`src/rtl/airi5c_fpu_sequencer.sv`:
```
// Sequences single-precision F-extension operations onto the one-hot FPU core:
// decodes op and rounding mode, issues a load pulse, waits for ready under a watchdog.
module airi5c_fpu_sequencer #(
  parameter int unsigned TIMEOUT_CYCLES = 64
) (
  input  logic        clk,
  input  logic        n_reset,
  input  logic        kill,
  input  logic        req_valid,
  output logic        req_ready,
  input  logic [6:0]  req_funct7,
  input  logic [2:0]  req_funct3,
  input  logic [4:0]  req_rs2,
  input  logic [31:0] req_a,
  input  logic [31:0] req_b,
  input  logic [2:0]  frm,
  output logic        resp_valid,
  input  logic        resp_ready,
  output logic [31:0] resp_result,
  output logic [4:0]  resp_flags,
  output logic        resp_illegal,
  output logic        resp_timeout,
  output logic        core_load,
  output logic        core_kill,
  output logic [17:0] core_op,
  output logic [2:0]  core_rm,
  output logic [31:0] core_a,
  output logic [31:0] core_b,
  input  logic [31:0] core_result,
  input  logic        core_IV,
  input  logic        core_DZ,
  input  logic        core_OF,
  input  logic        core_UF,
  input  logic        core_IE,
  input  logic        core_ready
);

  localparam int unsigned OP_W  = 18;
  localparam int unsigned CNT_W = 8;
  localparam logic [CNT_W-1:0] TIMEOUT_CNT = CNT_W'(TIMEOUT_CYCLES);

  localparam int unsigned OP_ADD = 17, OP_SUB = 16, OP_MUL = 15, OP_DIV = 14;
  localparam int unsigned OP_SQRT = 13, OP_SGNJ = 12, OP_SGNJN = 11, OP_SGNJX = 10;
  localparam int unsigned OP_CVTFI = 9, OP_CVTFU = 8, OP_CVTIF = 7, OP_CVTUF = 6;
  localparam int unsigned OP_EQ = 5, OP_LT = 4, OP_LE = 3, OP_CLASS = 2;
  localparam int unsigned OP_MIN = 1, OP_MAX = 0;

  typedef enum logic [1:0] {S_IDLE, S_LOAD, S_WAIT, S_DONE} state_t;

  state_t            state, state_next;
  logic [OP_W-1:0]   dec_op;
  logic [2:0]        dec_rm, rm_sel;
  logic              uses_rm, dec_legal;
  logic              accept, abort;
  logic [CNT_W-1:0]  wd_cnt;

  // Instruction decode into one-hot core opcode plus resolved rounding mode
  always_comb begin
    dec_op  = '0;
    uses_rm = 1'b0;
    case (req_funct7)
      7'b0000000: begin dec_op[OP_ADD] = 1'b1; uses_rm = 1'b1; end
      7'b0000100: begin dec_op[OP_SUB] = 1'b1; uses_rm = 1'b1; end
      7'b0001000: begin dec_op[OP_MUL] = 1'b1; uses_rm = 1'b1; end
      7'b0001100: begin dec_op[OP_DIV] = 1'b1; uses_rm = 1'b1; end
      7'b0101100: if (req_rs2 == 5'd0) begin dec_op[OP_SQRT] = 1'b1; uses_rm = 1'b1; end
      7'b0010000:
        case (req_funct3)
          3'b000:  dec_op[OP_SGNJ]  = 1'b1;
          3'b001:  dec_op[OP_SGNJN] = 1'b1;
          3'b010:  dec_op[OP_SGNJX] = 1'b1;
          default: ;
        endcase
      7'b0010100:
        case (req_funct3)
          3'b000:  dec_op[OP_MIN] = 1'b1;
          3'b001:  dec_op[OP_MAX] = 1'b1;
          default: ;
        endcase
      7'b1010000:
        case (req_funct3)
          3'b000:  dec_op[OP_LE] = 1'b1;
          3'b001:  dec_op[OP_LT] = 1'b1;
          3'b010:  dec_op[OP_EQ] = 1'b1;
          default: ;
        endcase
      7'b1100000:
        case (req_rs2)
          5'd0:    begin dec_op[OP_CVTFI] = 1'b1; uses_rm = 1'b1; end
          5'd1:    begin dec_op[OP_CVTFU] = 1'b1; uses_rm = 1'b1; end
          default: ;
        endcase
      7'b1101000:
        case (req_rs2)
          5'd0:    begin dec_op[OP_CVTIF] = 1'b1; uses_rm = 1'b1; end
          5'd1:    begin dec_op[OP_CVTUF] = 1'b1; uses_rm = 1'b1; end
          default: ;
        endcase
      7'b1110000: if (req_funct3 == 3'b001) dec_op[OP_CLASS] = 1'b1;
      default: ;
    endcase
    rm_sel    = (req_funct3 == 3'b111) ? frm : req_funct3;
    dec_rm    = uses_rm ? rm_sel : 3'b000;
    dec_legal = (dec_op != '0) && !(uses_rm && (rm_sel > 3'b100));
  end

  always_ff @(posedge clk or negedge n_reset) begin
    if (!n_reset) state <= S_IDLE;
    else          state <= state_next;
  end

  // Next state; kill overrides everything and also reaches the core directly
  always_comb begin
    state_next = state;
    accept     = 1'b0;
    abort      = 1'b0;
    req_ready  = (state == S_IDLE) && !kill;
    case (state)
      S_IDLE: if (req_valid && req_ready) begin
        accept     = 1'b1;
        state_next = dec_legal ? S_LOAD : S_DONE;
      end
      S_LOAD: state_next = S_WAIT;
      S_WAIT:
        if (core_ready) begin
          state_next = S_DONE;
        end else if (wd_cnt == TIMEOUT_CNT) begin
          abort      = 1'b1;
          state_next = S_DONE;
        end
      S_DONE: if (resp_ready) state_next = S_IDLE;
      default: state_next = S_IDLE;
    endcase
    if (kill) state_next = S_IDLE;
    core_kill = kill | abort;
  end

  // Registered datapath: operands/op at accept, result/flags at completion
  always_ff @(posedge clk or negedge n_reset) begin
    if (!n_reset) begin
      core_load    <= 1'b0;
      resp_valid   <= 1'b0;
      core_a       <= '0;
      core_b       <= '0;
      core_op      <= '0;
      core_rm      <= '0;
      resp_result  <= '0;
      resp_flags   <= '0;
      resp_illegal <= 1'b0;
      resp_timeout <= 1'b0;
      wd_cnt       <= '0;
    end else begin
      core_load  <= (state_next == S_LOAD);
      resp_valid <= (state_next == S_DONE);
      if (accept) begin
        core_a       <= req_a;
        core_b       <= req_b;
        core_op      <= dec_op;
        core_rm      <= dec_rm;
        resp_illegal <= !dec_legal;
        resp_timeout <= 1'b0;
        resp_result  <= '0;
        resp_flags   <= '0;
      end
      if (state == S_LOAD)
        wd_cnt <= '0;
      else if (state == S_WAIT && wd_cnt != '1)
        wd_cnt <= wd_cnt + CNT_W'(1);
      if (state == S_WAIT && !kill) begin
        if (core_ready) begin
          resp_result <= core_result;
          resp_flags  <= {core_IV, core_DZ, core_OF, core_UF, core_IE};
        end else if (abort) begin
          resp_timeout <= 1'b1;
        end
      end
    end
  end

endmodule

```
`config.mk`:
```
export PLATFORM = sky130hd
export DESIGN_NAME = airi5c_fpu_sequencer
export DESIGN_NICKNAME = d
export VERILOG_FILES = /design/src/rtl/airi5c_fpu_sequencer.sv
export SDC_FILE = /design/constraint.sdc
export NUM_CORES = 1
export LEC_CHECK = 0
export ABC_AREA = 1
export CAP_MARGIN = 20
export CORE_MARGIN = 2
export CORE_UTILIZATION = 30
export DETAILED_ROUTE_END_ITERATION = 8
export GPL_ROUTABILITY_DRIVEN = 0
export PLACE_DENSITY = 0.72
export SYNTH_ARGS = -nofsm -noshare
export SYNTH_HDL_FRONTEND = slang
export SYNTH_SLANG_ARGS = --single-unit
```
`constraint.sdc`:
```
create_clock -name clk -period 2.18 [get_ports clk]
set_clock_uncertainty 0.2 [all_clocks]
set_input_delay 0.327 -clock clk [delete_from_list [all_inputs] [get_ports clk]]
set_output_delay 0.327 -clock clk [all_outputs]
set_load 0.02 [all_outputs]
```
==> results of run 1 <==
-- cell type report --
cell class	count	area, sq um	share of cell area
clock buffers	18	429	0.0453
clock inverters	14	139	0.0147
inverters	41	155	0.0164
multi-input cells	484	2110	0.223
flip-flops and latches	136	3400	0.359
well taps	260	325	0.0344
repair buffers	291	2910	0.307
-- synthesized netlist by cell type --
master | n | share of area
buf_1 | 2 | 0.0013
buf_2 | 18 | 0.015
xnor2_1 | 1 | 0.0015
inv_1 | 37 | 0.024
inv_2 | 3 | 0.0019
dfrtp_1 | 136 | 0.59
a22o_1 | 3 | 0.0045
o21ai_2 | 2 | 0.0030
nor2_2 | 3 | 0.0032
clkbuf_1 | 14 | 0.0090
nand2_1 | 302 | 0.19
clkinv_2 | 1 | 0.00086
o22ai_1 | 4 | 0.0043
ha_1 | 2 | 0.0043
nor4_1 | 1 | 0.0011
nand2_2 | 1 | 0.0011
nor3_1 | 8 | 0.0069
nand3_1 | 88 | 0.076
o31ai_1 | 4 | 0.0052
buf_4 | 1 | 0.0013
a32o_1 | 1 | 0.0017
a21oi_1 | 5 | 0.0043
nor3b_1 | 2 | 0.0026
o21ai_0 | 20 | 0.017
o31ai_4 | 1 | 0.0037
xor2_1 | 1 | 0.0015
nor2_1 | 33 | 0.021
nand4_1 | 1 | 0.0011
nor2_4 | 1 | 0.0019
-- cell families after synthesis --
kind of cell | after synthesis | synth area share
DFF | 136 | 0.585
buffers and inverters | 76 | 0.0538
adders and majority gates | 2 | 0.00430
xor gates and xnor gates | 2 | 0.00301
and+or+nand+nor | 440 | 0.310
AOI/OAI and AO/OA | 40 | 0.0439
-- critical path, stage by stage (launching register included) --
cell	delay, ps
dfrtp_1	470
nor3_1	220
buf_4	150
dlygate4sd2_1	330
-- repair_timing --
action	CTS	global route
resized for setup	6	4
setup endpoints to repair	2	2
gates cloned	0	0
pin swaps	0	2
hold buffers	1	0
hold endpoints to repair	136	0
buffers inserted	0	3
-- worst paths after layout --
check                      slack [ps]              startpoint                       to  cells past startpoint
setup / recovery                   70      state[1]$_DFF_PN0_                req_ready                      3
hold / removal                    120                 n_reset  resp_flags[0]$_DFF_PN0_                      2
setup reg to reg                  120   wd_cnt[0]$_DFFE_PN0P_    wd_cnt[3]$_DFFE_PN0P_                     11
hold reg to reg                   270  core_b[24]$_DFFE_PN0P_   core_b[24]$_DFFE_PN0P_                      2
max in group asynchronous        1100                 n_reset   core_b[18]$_DFFE_PN0P_                      3
min in group clk                  240               req_b[27]   core_b[27]$_DFFE_PN0P_                      3
-- registers in the layout, summed over array words and instances, names as in the netlist --
register,count
core_op,18
resp_illegal,1
resp_result,32
core_rm,3
resp_timeout,1
core_b,32
core_a,32
wd_cnt,8
resp_flags,5
resp_valid,1
state,2
core_load,1
-- per-layer routing --
layer	global-route usage	vias to the layer above	routed length (um)
met3	0.0694	24	2050
met5	0	-	0
met2	0.265	256	7780
li1	-	2757	-
met4	0.0717	0	421
met1	0.228	2529	7620
-- power breakdown --
| group | total, W | switching, W | internal, W |
|---|---|---|---|
| clock network | 0.00278 | 0.00118 | 0.00160 |
| registers | 0.00327 | 0.000276 | 0.00300 |
| logic | 0.00267 | 0.00138 | 0.00130 |
| total | 0.00872 | 0.00283 | 0.00589 |
-- per-stage QoR --
step | power (W) | cell area [sq um]
6_report | 0.00872 | 9470
5_1_grt | 0.00919 | 9470
4_1_cts | 0.00883 | 9440
3_5_place_dp | 0.00598 | 8870
3_3_place_gp | 0.00594 | 8870
2_1_floorplan | 0.00448 | 5820
==> run metrics, run 1 <==
run status=complete, no violations; fillers=1787; hold_ws=117 ps; CTS Buffer Depth=2; Total GRT Usage=0.177; fin crit share=0.968; Mapped Nets=823; Skew-Pair Late Insertion Delay=410 ps; Yosys cell types=29; Setup TNS Final=0 ps; HP Class=in -> async; dpl cells=1208; core area=18900 sq um; Post-Route WL=17900 um; Avg Cell Area, Syn=8.36 sq um; final setup violation count=0; vias in the first global route=5509; initial antenna violation count=0; num rows=50; CTS tree=yes; Pins Over Slew Limit=0; CTS sink count=136; Crit. End Element=output port; max_cap viols=0; non-filler cells, final=1244; port bufs=252; Hold Violations, Final=0; detailed-route via count=5566; htree depth=4; antenna fix cells=0; FF+latch count, synth=136; Crit Path Class=reg -> out; Pwr Density=921 nW/um^2; mapped cell area=5820 sq um; post-synthesis sequential area ratio=0.585; yosys warns=0; overflow left after global routing=0; Initial Utilization=0.308; drt wl/cell=14.4 um; Crit Path Max Fanout=6; synthesis-to-finish area growth=62.8%; FMAX=474 MHz; die area=20500 sq um; largest net degree at the start of global routing=58; Die X-Extent=143 um; max_slew headroom=0.714; first-pass GRT wire length=28300 um; most frequent cells in the layout=301 x nand2_1, 249 x clkdlybuf4s50_1, 136 x dfrtp_1, 88 x nand3_1, 35 x inv_1; Peak VDD IR=0.536 mV; Core Util, Final=0.501; Post-Synthesis Cells=696; Leak=4.57 nW; Nets=1098; Post-DP HPWL=13000 um; pre-CTS WS=-102 ps; Detailed Route Iter0 Violations=346; most common cell after layout, fill and taps aside=nand2_1; fin crit period=2110 ps; final worst-path setup slack=69.1 ps; DRT antenna net count=0; First-pass DRT Iterations=5; die height=143 um; Startpoint Class=register; layout cells sized above 1=0.0894; TritonCTS buffer count=17; Critical Path RT=1650 ps; Boundary Pins=253; WP data arrival=1580 ps; worst-margin pin slew=426 ps; clock-pin transition on the worst setup and hold timing paths=60 ps; CTS Root Cell=clkbuf_16; DRC viols=0; Vias per Instance=4.47
Power figures use the tool's default switching activity.
==> run 2, diff against run 1 <==
--- a/config.mk
+++ b/config.mk
@@ -10,8 +10,10 @@
 export CORE_MARGIN = 2
 export CORE_UTILIZATION = 30
 export DETAILED_ROUTE_END_ITERATION = 8
+export DONT_BUFFER_PORTS = 1
 export GPL_ROUTABILITY_DRIVEN = 0
-export PLACE_DENSITY = 0.72
+export PLACE_DENSITY = 0.56
+export SLEW_MARGIN = 20
 export SYNTH_ARGS = -nofsm -noshare
 export SYNTH_HDL_FRONTEND = slang
 export SYNTH_SLANG_ARGS = --single-unit
==> run metrics, run 2 (synthesis results as in run 1) <==
largest net degree at the start of global routing=137 (+140%); core area=18900 sq um (unchanged); Die X-Extent=143 um (unchanged); die height=143 um (unchanged); port bufs=0 (-100%); Crit Path Class=reg -> out; Setup TNS Final=0 ps (unchanged); HP Class=in -> async; CTS sink count=136 (unchanged); RSZ-0062 raised after global routing=true; non-filler cells, final=1084 (-13%); DRC viols=0 (unchanged); Nets=938 (-15%); Pins Over Slew Limit=0 (unchanged); Vias per Instance=4.67 (+4.3%); vias in the first global route=5023 (-8.8%); Pwr Total=0.00775 W (-11%); Post-DP HPWL=11400 um (-12%); clock-pin transition on the worst setup and hold timing paths=60 ps (about the same); CTS Buffer Depth=2 (unchanged); Total GRT Usage=0.171 (-0.00529); Leak=3.96 nW (-13%); first-pass GRT wire length=27000 um (-4.5%); dpl cells=933 (-23%); largest registers=core_a (32), core_b (32), resp_result (32); fin crit share=0.955 (-0.0130); failing checks=hold timing; Startpoint Class=register; drt wl/cell=16.3 um (+13%); Pwr Density=983 nW/um^2 (+6.7%); max_slew headroom=0.440 (-0.274); Peak VDD IR=0.439 mV (-18%); First-pass DRT Iterations=5 (unchanged); fin crit period=2080 ps (-28.4 ps); FMAX=480 MHz (+1.4%); most frequent cells in the layout=299 x nand2_1, 136 x dfrtp_1, 114 x dlygate4sd3_1, 88 x nand3_1, 36 x inv_1; Initial Utilization=0.308 (unchanged); initial antenna violation count=0 (unchanged); htree depth=4 (unchanged); final setup violation count=0 (unchanged); Crit Path Max Fanout=4 (-2); die area=20500 sq um (unchanged); Boundary Pins=253 (unchanged); CTS tree=yes; most common cell after layout, fill and taps aside=nand2_1; CTS Root Cell=clkbuf_16; overflow left after global routing=0 (unchanged); Crit. End Element=output port; run status=finished, violations left; max_cap viols=0 (unchanged); fillers=1856 (+3.9%); DRT antenna net count=0 (unchanged); Hold Violations, Final=136 (+136); Post-Route WL=17600 um (-1.4%); Detailed Route Iter0 Violations=229 (-34%); worst-margin pin slew=840 ps (+415 ps); layout cells sized above 1=0.0813 (-0.00812); Critical Path RT=1650 ps (about the same); TritonCTS buffer count=17 (unchanged); WP data arrival=1560 ps (-20 ps); synthesis-to-finish area growth=35.5%; num rows=50 (unchanged); cts hold-fix bufs=116 (+115); detailed-route via count=5058 (-9.1%); antenna fix cells=0 (unchanged); hold_ws=-595 ps (-711 ps); Skew-Pair Late Insertion Delay=410 ps (about the same)
## run 2: cell types whose count changed in the layout (fill, tap and decap cells not counted), moves of 2 or more
cell | previous run | this run
clkinv_4 | 3 | 0
buf_4 | 31 | 14
clkdlybuf4s50_1 | 249 | 0
inv_6 | 5 | 7
dlygate4sd3_1 | 1 | 114
buf_12 | 7 | 2
buf_6 | 2 | 0
nand2_1 | 301 | 299
## run 2: layout make-up
type,count,area [sq um],share of cell area
repair buffers,131,1300,0.165
well taps,260,325,0.0413
flip-flops and latches,136,3400,0.432
multi-input cells,484,2120,0.270
inverters,41,155,0.0197
clock inverters,14,135,0.0171
clock buffers,18,439,0.0557
## run 2: worst paths after layout
check                                       from                         to  slack [ps]  cells past startpoint
max                        wd_cnt[0]$_DFFE_PN0P_                  core_kill         100                      6
max in group asynchronous                n_reset     core_a[16]$_DFFE_PN0P_        2190                      0
min in group clk                   req_funct7[2]     core_op[7]$_DFFE_PN0P_          10                      3
min reg2reg                wd_cnt[5]$_DFFE_PN0P_      wd_cnt[5]$_DFFE_PN0P_         320                      2
min                                      n_reset  resp_result[30]$_DFF_PN0_        -590                      0
max reg2reg                wd_cnt[0]$_DFFE_PN0P_      wd_cnt[3]$_DFFE_PN0P_         170                     10
## run 2: power by group
part / total, W / switching [W] / internal (W)
Sequential: 0.00395 / 0.000955 / 0.00299
Combinational: 0.000985 / 0.000533 / 0.000452
Clock: 0.00281 / 0.00119 / 0.00163
Total: 0.00775 / 0.00267 / 0.00507
## run 2: stage by stage
step                      setup slack [ps]   util  cell area, sq um
after floorplan                       74.4      -              5820
after global placement                 203  0.323              6100
after detailed placement               156  0.323              6100
after CTS                             6.36  0.415              7840
after global routing                  1.38  0.417              7880
final                                 97.6  0.417              7880
## run 2: worst max-delay path: stages (launching register included)
cell     delay [ps]
dfrtp_1         410
inv_1            70
ha_1            150
nand3_1         100
nor2_2          160
nand3_1         130
nand2_4         130
## run 2: what timing repair did
item,in CTS,in global routing
pin swaps,0,1
endpoints found under the setup margin,1,8
endpoints found under the hold margin,257,136
setup buffers,0,3
gates resized for setup,1,6
## run 2: layer usage
layer  track usage  wire [um]
met4        0.0562        275
met1         0.208       7330
met2         0.274       8150
met3        0.0755       1870
met5             0          0
